$ cat src/rtl/layer_stream_packer.sv
// layer_stream_packer: collects layer-tagged stubs for one event into six
// per-layer buffers, then on end-of-event emits the framed stream
// (header, cumulative counts, stubs grouped by layer, trailer) one word
// per rd_en with a one-cycle registered read latency.
// Optional build macro: PACKER_OVF_CNT_EN adds a saturating 8-bit
// dropped-stub counter output ovf_cnt.
module layer_stream_packer #(
  parameter int DEPTH = 8
) (
  input  logic        clk,
  input  logic        reset,
  input  logic [35:0] stub_in,
  input  logic [2:0]  stub_layer,
  input  logic        stub_valid,
  input  logic        evt_end,
  input  logic [7:0]  bx_in,
  output logic        in_ready,
  input  logic        rd_en,
  output logic [35:0] stream_out,
  output logic        stream_valid,
`ifdef PACKER_OVF_CNT_EN
  output logic        ovf,
  output logic [7:0]  ovf_cnt
`else
  output logic        ovf
`endif
);

  localparam int CW = $clog2(DEPTH + 1);
  localparam logic [2:0] NO_LAYER = 3'd6;

  typedef enum logic [2:0] {COLLECT, HEADER, COUNTS, STUBS, TRAILER} state_t;

  state_t        state;
  logic [CW-1:0] cnt [6];
  logic [35:0]   stub_buf [6][DEPTH];
  logic [7:0]    bx;
  logic [2:0]    rd_layer;
  logic [CW-1:0] rd_idx;

  logic [5:0]    cum [7];
  logic [2:0]    first_layer;
  logic [2:0]    next_layer;
  logic [CW-1:0] cur_cnt;
  logic [35:0]   cur_stub;
  logic [5:0]    accept;
  logic          drop;

  // Cumulative counts, drain pointer lookups and the stub accept/drop decision.
  always_comb begin
    cum[0]      = '0;
    first_layer = NO_LAYER;
    next_layer  = NO_LAYER;
    cur_cnt     = '0;
    cur_stub    = '0;
    accept      = '0;
    for (int k = 0; k < 6; k++) begin
      cum[k+1] = cum[k] + 6'(cnt[k]);
    end
    for (int l = 5; l >= 0; l--) begin
      if (cnt[l] != '0) begin
        first_layer = 3'(l);
        if (3'(l) > rd_layer) begin
          next_layer = 3'(l);
        end
      end
    end
    for (int l = 0; l < 6; l++) begin
      if (rd_layer == 3'(l)) begin
        cur_cnt = cnt[l];
        for (int i = 0; i < DEPTH; i++) begin
          if (rd_idx == CW'(i)) begin
            cur_stub = stub_buf[l][i];
          end
        end
      end
      if (state == COLLECT && stub_valid && stub_layer == 3'(l) && cnt[l] < CW'(DEPTH)) begin
        accept[l] = 1'b1;
      end
    end
    drop = (state == COLLECT) && stub_valid && (accept == '0);
  end

  // Stub storage: write the accepted stub into the next free slot of its layer.
  always_ff @(posedge clk) begin
    for (int l = 0; l < 6; l++) begin
      for (int i = 0; i < DEPTH; i++) begin
        if (accept[l] && cnt[l] == CW'(i)) begin
          stub_buf[l][i] <= stub_in;
        end
      end
    end
  end

  // Main FSM: collection, then one stream word per rd_en until the trailer.
  always_ff @(posedge clk) begin
    if (reset) begin
      state        <= COLLECT;
      bx           <= '0;
      in_ready     <= 1'b1;
      stream_out   <= '0;
      stream_valid <= 1'b0;
      ovf          <= 1'b0;
      rd_layer     <= '0;
      rd_idx       <= '0;
      for (int l = 0; l < 6; l++) begin
        cnt[l] <= '0;
      end
`ifdef PACKER_OVF_CNT_EN
      ovf_cnt <= '0;
`endif
    end else begin
      stream_valid <= 1'b0;
      if (drop) begin
        ovf <= 1'b1;
`ifdef PACKER_OVF_CNT_EN
        if (ovf_cnt != 8'hFF) begin
          ovf_cnt <= ovf_cnt + 8'd1;
        end
`endif
      end
      case (state)
        COLLECT: begin
          for (int l = 0; l < 6; l++) begin
            if (accept[l]) begin
              cnt[l] <= cnt[l] + 1'b1;
            end
          end
          if (evt_end) begin
            bx       <= bx_in;
            in_ready <= 1'b0;
            state    <= HEADER;
          end
        end
        HEADER: begin
          if (rd_en) begin
            stream_out   <= {3'b111, bx, 25'h1FFFFFF};
            stream_valid <= 1'b1;
            state        <= COUNTS;
          end
        end
        COUNTS: begin
          if (rd_en) begin
            stream_out   <= {cum[1], cum[2], cum[3], cum[4], cum[5], cum[6]};
            stream_valid <= 1'b1;
            rd_layer     <= first_layer;
            rd_idx       <= '0;
            state        <= (cum[6] != '0) ? STUBS : TRAILER;
          end
        end
        STUBS: begin
          if (rd_en) begin
            stream_out   <= cur_stub;
            stream_valid <= 1'b1;
            if (CW'(rd_idx + 1'b1) == cur_cnt) begin
              rd_idx   <= '0;
              rd_layer <= next_layer;
              if (next_layer == NO_LAYER) begin
                state <= TRAILER;
              end
            end else begin
              rd_idx <= rd_idx + 1'b1;
            end
          end
        end
        TRAILER: begin
          if (rd_en) begin
            stream_out   <= {3'b111, bx, 25'h0};
            stream_valid <= 1'b1;
            in_ready     <= 1'b1;
            state        <= COLLECT;
            for (int l = 0; l < 6; l++) begin
              cnt[l] <= '0;
            end
          end
        end
        default: begin
          state    <= COLLECT;
          in_ready <= 1'b1;
        end
      endcase
    end
  end

endmodule

$ cat config.mk
export PLATFORM = sky130hd
export DESIGN_NAME = layer_stream_packer
export DESIGN_NICKNAME = d
export VERILOG_FILES = /design/src/rtl/layer_stream_packer.sv
export SDC_FILE = /design/constraint.sdc
export NUM_CORES = 2
export LEC_CHECK = 0
export BUFFER_PORTS_ARGS = -buffer_cell sky130_fd_sc_hd__buf_2
export CORE_UTILIZATION = 40
export CTS_CLUSTER_SIZE = 8
export DETAILED_ROUTE_END_ITERATION = 16
export PLACE_DENSITY = 0.53
export REMOVE_ABC_BUFFERS = 1
export SLEW_MARGIN = 20
export SYNTH_ARGS = -nofsm -noshare
export SYNTH_HDL_FRONTEND = slang
export SYNTH_SLANG_ARGS = --single-unit
$ cat constraint.sdc
create_clock -name clk -period 10.55 [get_ports clk]
set_clock_uncertainty 0.15 [all_clocks]
set_input_delay 0.5275 -clock clk [delete_from_list [all_inputs] [get_ports clk]]
set_output_delay 0.5275 -clock clk [all_outputs]
set_load 0.02 [all_outputs]
* Yosys cells after proc, flatten, opt, wreduce, memory -nomap -nowiden
Memory sizes are Yosys's and may differ from the RTL's.
Index checks and enable logic that the tools add are counted.
** Word-level totals
- Input bits :: 52
- Output and inout port bits :: 39
- Memories :: 2
- Register bits :: 57
- Word-level logic and storage cells :: 478
- Memory bits (writable) :: 1752
** Cells by class
- Reduce and logical (&&, ||, !) cells :: 96
- Bitwise gates (word level) :: 14
- Mux-type cells :: 262
- Add/sub/neg operators :: 12
- Equal/unequal tests :: 72
- Order comparisons :: 12
** Memories
- stub_buf :: depth 6, width 288, rd ports 6, clocked after memory_dff 0, write ports 1, line 36 : logic [35:0] stub_buf [6][DEPTH];
- cnt :: depth 6, width 4, rd ports 6, clocked after memory_dff 0, write ports 6, line 35 : logic [CW-1:0] cnt [6];
** Operators with widths (number)
- two-way mux 36 bit :: 58
- two-way mux 288 bit :: 5
- OR reduction 288 bit :: 5
- one-hot mux 36 bit (4 select lines) :: 1
- two-way mux 1 bit :: 134
- == test 4 x 3 -> 1 bit (second input constant) :: 28
- two-way mux 3 bit :: 31
- two-way mux 4 bit :: 21
- logical AND 1 bit :: 62
- == test 4 x 2 -> 1 bit (second input constant) :: 14
- two-way mux 8 bit :: 5
- adder 4 x 1 -> 4 bit (second input constant) :: 7
- == test 4 x 1 -> 1 bit (second input constant) :: 7
- logical NOT 4 bit :: 7
- nonzero test 4 bit :: 7
- < comparator 4 bit (second input constant) :: 6
- adder 6 x 4 -> 6 bit :: 3
- == test 3 x 2 -> 1 bit (second input constant) :: 6
- == test 3 bit (second input constant) :: 6
- one-hot mux 3 bit (5 select lines) :: 1
- != test 2 bit (second input constant) :: 7
- bitwise OR 1 bit :: 12
- == test 3 x 1 -> 1 bit (second input constant) :: 3
- logical NOT 3 bit :: 3
- 22 further kinds :: 29

* Logic depth before layout (Yosys ltp)
- Word-level depth :: 57
- Mapped depth :: 20
- Mapped depth without buffers :: 20

* Least setup slack after synthesis
No wires, ideal clock.
- Kind :: in2reg
- From :: input stub_valid
- To :: memory stub_buf[5][0] (netlist name) (enable)
- Path buffers :: 0
- Path slack :: 5.661 ns
- Library setup time :: 0.482 ns
- Arrival time :: 4.258 ns
- Data required time :: 9.918 ns
- Cell stages on the path :: 4
- Cell sequence :: nor4b_1 and4b_1 nand2_1 nor3b_1
** On the way
- Word-level cells in the longest chain between the ends :: 13
- Elaborated cells on any way between the ends :: 157
- Classes of those cells :: mux: 98; reduce/logical: 59
** RTL lines
- start, declared :: line 14 : input logic stub_valid,
- logical AND 1 bit (*) :: line 77 : if (state == COLLECT && stub_valid && stub_layer == 3'(l) && cnt[l] < CW'(DEPTH)) begin
- logical AND 1 bit (2 in series) :: line 77
- two-way mux 1 bit :: line 77
- logical AND 1 bit :: line 88 : if (accept[l] && cnt[l] == CW'(i)) begin
- two-way mux 1 bit :: line 88
- two-way mux 1 bit (implied by the code) :: line 89 : stub_buf[l][i] <= stub_in;
- OR reduction 288 bit (no source line)
- two-way mux 3 bit (no source line) / two-way mux 8 bit (equally long branches) (5 in series)
- end, declared :: line 36
Every way passes the cells marked *; elsewhere a longest branch is shown, timed or not.

* Final worst setup path
- From :: register rd_idx[0]
- To :: register stream_out[15]
** On the way
- Word-level cells in the longest chain between the ends :: 57
- Elaborated cells on any way between the ends :: 64
- Classes of those cells :: eq/ne: 7; mux: 56; reduce/logical: 1
** RTL lines
- start, declared :: line 39 : logic [CW-1:0] rd_idx;
- start signal, assigned :: line 162 : rd_idx <= rd_idx + 1'b1;
- logical NOT 4 bit :: line 72 : if (rd_idx == CW'(i)) begin
- two-way mux 36 bit (8 in series) :: line 72
- two-way mux 36 bit :: line 69 : if (rd_layer == 3'(l)) begin
- two-way mux 36 bit (8 in series) :: line 72
- two-way mux 36 bit :: line 69
- two-way mux 36 bit (8 in series) :: line 72
- two-way mux 36 bit :: line 69
- two-way mux 36 bit (8 in series) :: line 72
- two-way mux 36 bit :: line 69
- two-way mux 36 bit (8 in series) :: line 72
- two-way mux 36 bit :: line 69
- two-way mux 36 bit (8 in series) :: line 72
- two-way mux 36 bit (*) :: line 69
- two-way mux 36 bit (*) :: line 152 : if (rd_en) begin
- one-hot mux 36 bit (4 select lines) (*) :: line 122 : case (state)
- end signal, assigned :: line 137 : stream_out <= {3'b111, bx, 25'h1FFFFFF};
- end signal, assigned :: line 153 : stream_out <= cur_stub;
- end signal, assigned :: line 168 : stream_out <= {3'b111, bx, 25'h0};
- end, declared :: line 19 : output logic [35:0] stream_out,
Every way passes the cells marked *; elsewhere a longest branch is shown, timed or not. The select of a mux whose other input is x is not followed.
A chain may end at the register's enable or synchronous reset.

==> impl_metrics.toml <==
[floorplan]
ioPinCount = 91
die_area_sq_um = 189000
die_h_um = 435
num_rows = 158
dieWidth_um = 435
fp.coreArea_sq_um = 186000
start_util_pct = 40.3

[sta]
slew_headroom_pct = 13.7
fmax_mhz = 176
finalHoldViolations = 0
fin_crit_sh_pct = 53.9
worst_slew_pin_slew_ps = 1280
setup_violations = 0
rsz0062_at_grt = "false"
drv_slew = 0
fin_setup_tns_ps = 0
min_period_ps = 5690

[setup_path]
crit_start = "rd_idx[0]$_SDFFE_PP0P_"
cp_data_arrival_time_ps = 6370
startpoint_type = "register"
slowest_delay_ps = 1010
path_delay_family = "buffers and inverters"
cpMostUsedCell = "buf_4"
path_class = "reg2reg"
critPathCaptureType = "register"
critPathRequiredTime_ps = 11240
path_cells = "inv_1 > ha_4 > buf_4 > buf_12 > inv_2 > buf_4 > buf_4 > nor2_1 > o31ai_1 > o221ai_1 > a2111oi_0 > o32ai_1 > a31oi_1"
r2r-start = "rd_idx[0]$_SDFFE_PP0P_"
worstPathMaxFanout = 75
cp_slowest_cell = "a2111oi_0"
critPathBufInv = 6
r2r_slack_ps = 4860

[yosys]
syn_inst = 5232
syn-mean-instance-area_sq_um = 14.3
synthMuxAreaShare_pct = 0.454
yosys-top-cells-area = "edfxtp_1 (70%), a21oi_1 (2.5%), o22ai_1 (1.9%)"
synth_top_family_by_area = "compound AO/OA/AOI/OAI gates"
synthArstFlopShare_pct = 0
synth_xor_area_share_pct = 0.392
synth_compound_area_share_pct = 16.6
synth-seq-cells = 1809
post-synth-top-area-cell = "edfxtp_1"
synth.distinct_cells = 111
yosys.area_share.simple_pct = 7.13
yosysSeqAreaShare_pct = 71.7
synth_enable_flop_cells = 1752
synth_adder_area_share_pct = 0.935
ys_warn_count = 0
netlist_area_sq_um = 74900
synth_top_cell_area_share_pct = 70.2
ys.flop_type = "edfxtp_1"

[final_layout]
fill_cells = 16400
final-seq-area_sq_um = 53800
layout_commonest_cell = "edfxtp_1"
multi_input_area_sq_um = 19500
drive_gt1_share_pct = 12.8
final_cell_mix = "edfxtp_1 (1752), a21oi_1 (377), nor2_1 (295), clkbuf_16 (281), nand2_1 (251)"
final_nets = 5495
area_growth_pct = 14.6

[clock_tree]
cts_tree = "done"
path_clk_slew_ps = 50
cts_hold_buf = 15
clk_latency_ps = 920
cts_num_sinks = 1809
cts_root_buf = "clkbuf_16"
clock_path_buffers = 4
cts-resized-gates = 0
cts_inserted_buffers = 276
h-tree-depth = 5
cts_setup_buffers = 0

[drt]
routed_wl_mm = 311
detail_route.wl_per_cell_um = 39.1
drt_first_iter_violations = 8149
vias = 54100
vias_per_cell = 6.79
ant_nets = 0
drc = 0
first_pass_iters = 8

[grt]
antenna_found_initial = 12
grt_pass1_vias = 51400
grt_remaining_overflow = 0
grt_first_pass_wirelength_mm = 423
track_usage_pct = 32.1
grt_max_degree = 102

[outcome]
status = "completed"

[min_path]
hold_class = "in2reg"
holdCritStartpoint = "reset"

[placed_design]
globalplace.congestion = 0.922
portBuffers = 90
dp_hpwl_mm = 180

[power_and_ir_drop]
ir_worst_vdd_mv = 0.162
p_per_area_nw_per_um2 = 204
power_leakage_nw = 27.2
p_total_mw = 17.5

[job]
timing.max_cap.violations = 0
## power by group
| part | switching [mW] | leakage, nW | internal (mW) |
|---|---|---|---|
| combinational | 1.17 | 7.41 | 0.451 |
| sequential | 0.107 | 16.2 | 7.98 |
| clock | 3.05 | 3.58 | 4.78 |
## stage by stage
stage                     hold WS, ps  area [sq um]  instances  worst slack [ps]  utilization [%]
after floorplan                   281         73000       4834              1140                -
after global placement            298         78300       7577              4900             42.1
after detailed placement          299         78300       7577              4900             42.1
after CTS                       0.998         85900       7971              4930             46.2
after global routing             47.6         85900       7971              4810             46.2
final                            47.5         85900       7973              4860             46.2
## worst paths after layout
path                            cells past startpoint                           to
worst max register to register                     13  stream_out[15]$_SDFFE_PP0P_
worst max-delay path                               13  stream_out[15]$_SDFFE_PP0P_
worst min register to register                      2           bx[6]$_SDFFE_PP0P_
worst min-delay path                                2           bx[6]$_SDFFE_PP0P_
## flip-flops by register name, indices dropped and copies added (netlist names)
signal / cells
state: 3
in_ready: 1
ovf: 1
bx: 8
stream_out: 36
cnt: 24
stub_buf: 1728
rd_idx: 4
rd_layer: 3
stream_valid: 1
## cells by family after synthesis
logic type	Yosys count
adder cells (fa/ha/maj)	53
flip-flops	1809
AO/OA/AOI/OAI	1808
buffers and inverters	447
XOR/XNOR	32
multiplexers	27
AND/OR/NAND/NOR	1056
## cells in the mapped netlist (all sizes together), types with 49 or more instances
library cell	instances
a31oi	67
clkbuf	137
edfxtp	1752
a21oi	382
a221oi	128
nor2	318
nor3	78
buf	261
nand3	81
o22ai	226
o211ai	62
inv	49
a22oi	135
o221ai	92
o21ai	273
dfxtp	57
a211oi	51
nand2	258
## area by class of cell
type	instances	area share [%]
Antenna cell	2	0.00583
Clock buffer	376	8.60
Clock inverter	3	0.0291
Inverter	49	0.214
Multi-Input combinational cell	2976	22.7
Sequential cell	1809	62.6
Tap cell	2480	3.61
Timing Repair Buffer	278	2.27
## metal layers
layer | global-route usage (%) | share of wire, % | vias up
li1 | - | - | 21400
met1 | 42.4 | 38 | 27900
met2 | 49.2 | 45 | 3921
met3 | 6.48 | 11 | 840
met4 | 18.2 | 6.4 | 12
met5 | 0 | 0.032 | -
## worst register-to-register path, cell delays in order (launching register included)
cell,delay [ps]
dfxtp_1,500
inv_1,210
ha_4,320
buf_4,330
buf_12,290
inv_2,570
buf_4,480
buf_4,500
nor2_1,130
o31ai_1,410
o221ai_1,170
a2111oi_0,1010
o32ai_1,340
a31oi_1,230
Note: power is estimated with default switching activity, not from simulation.
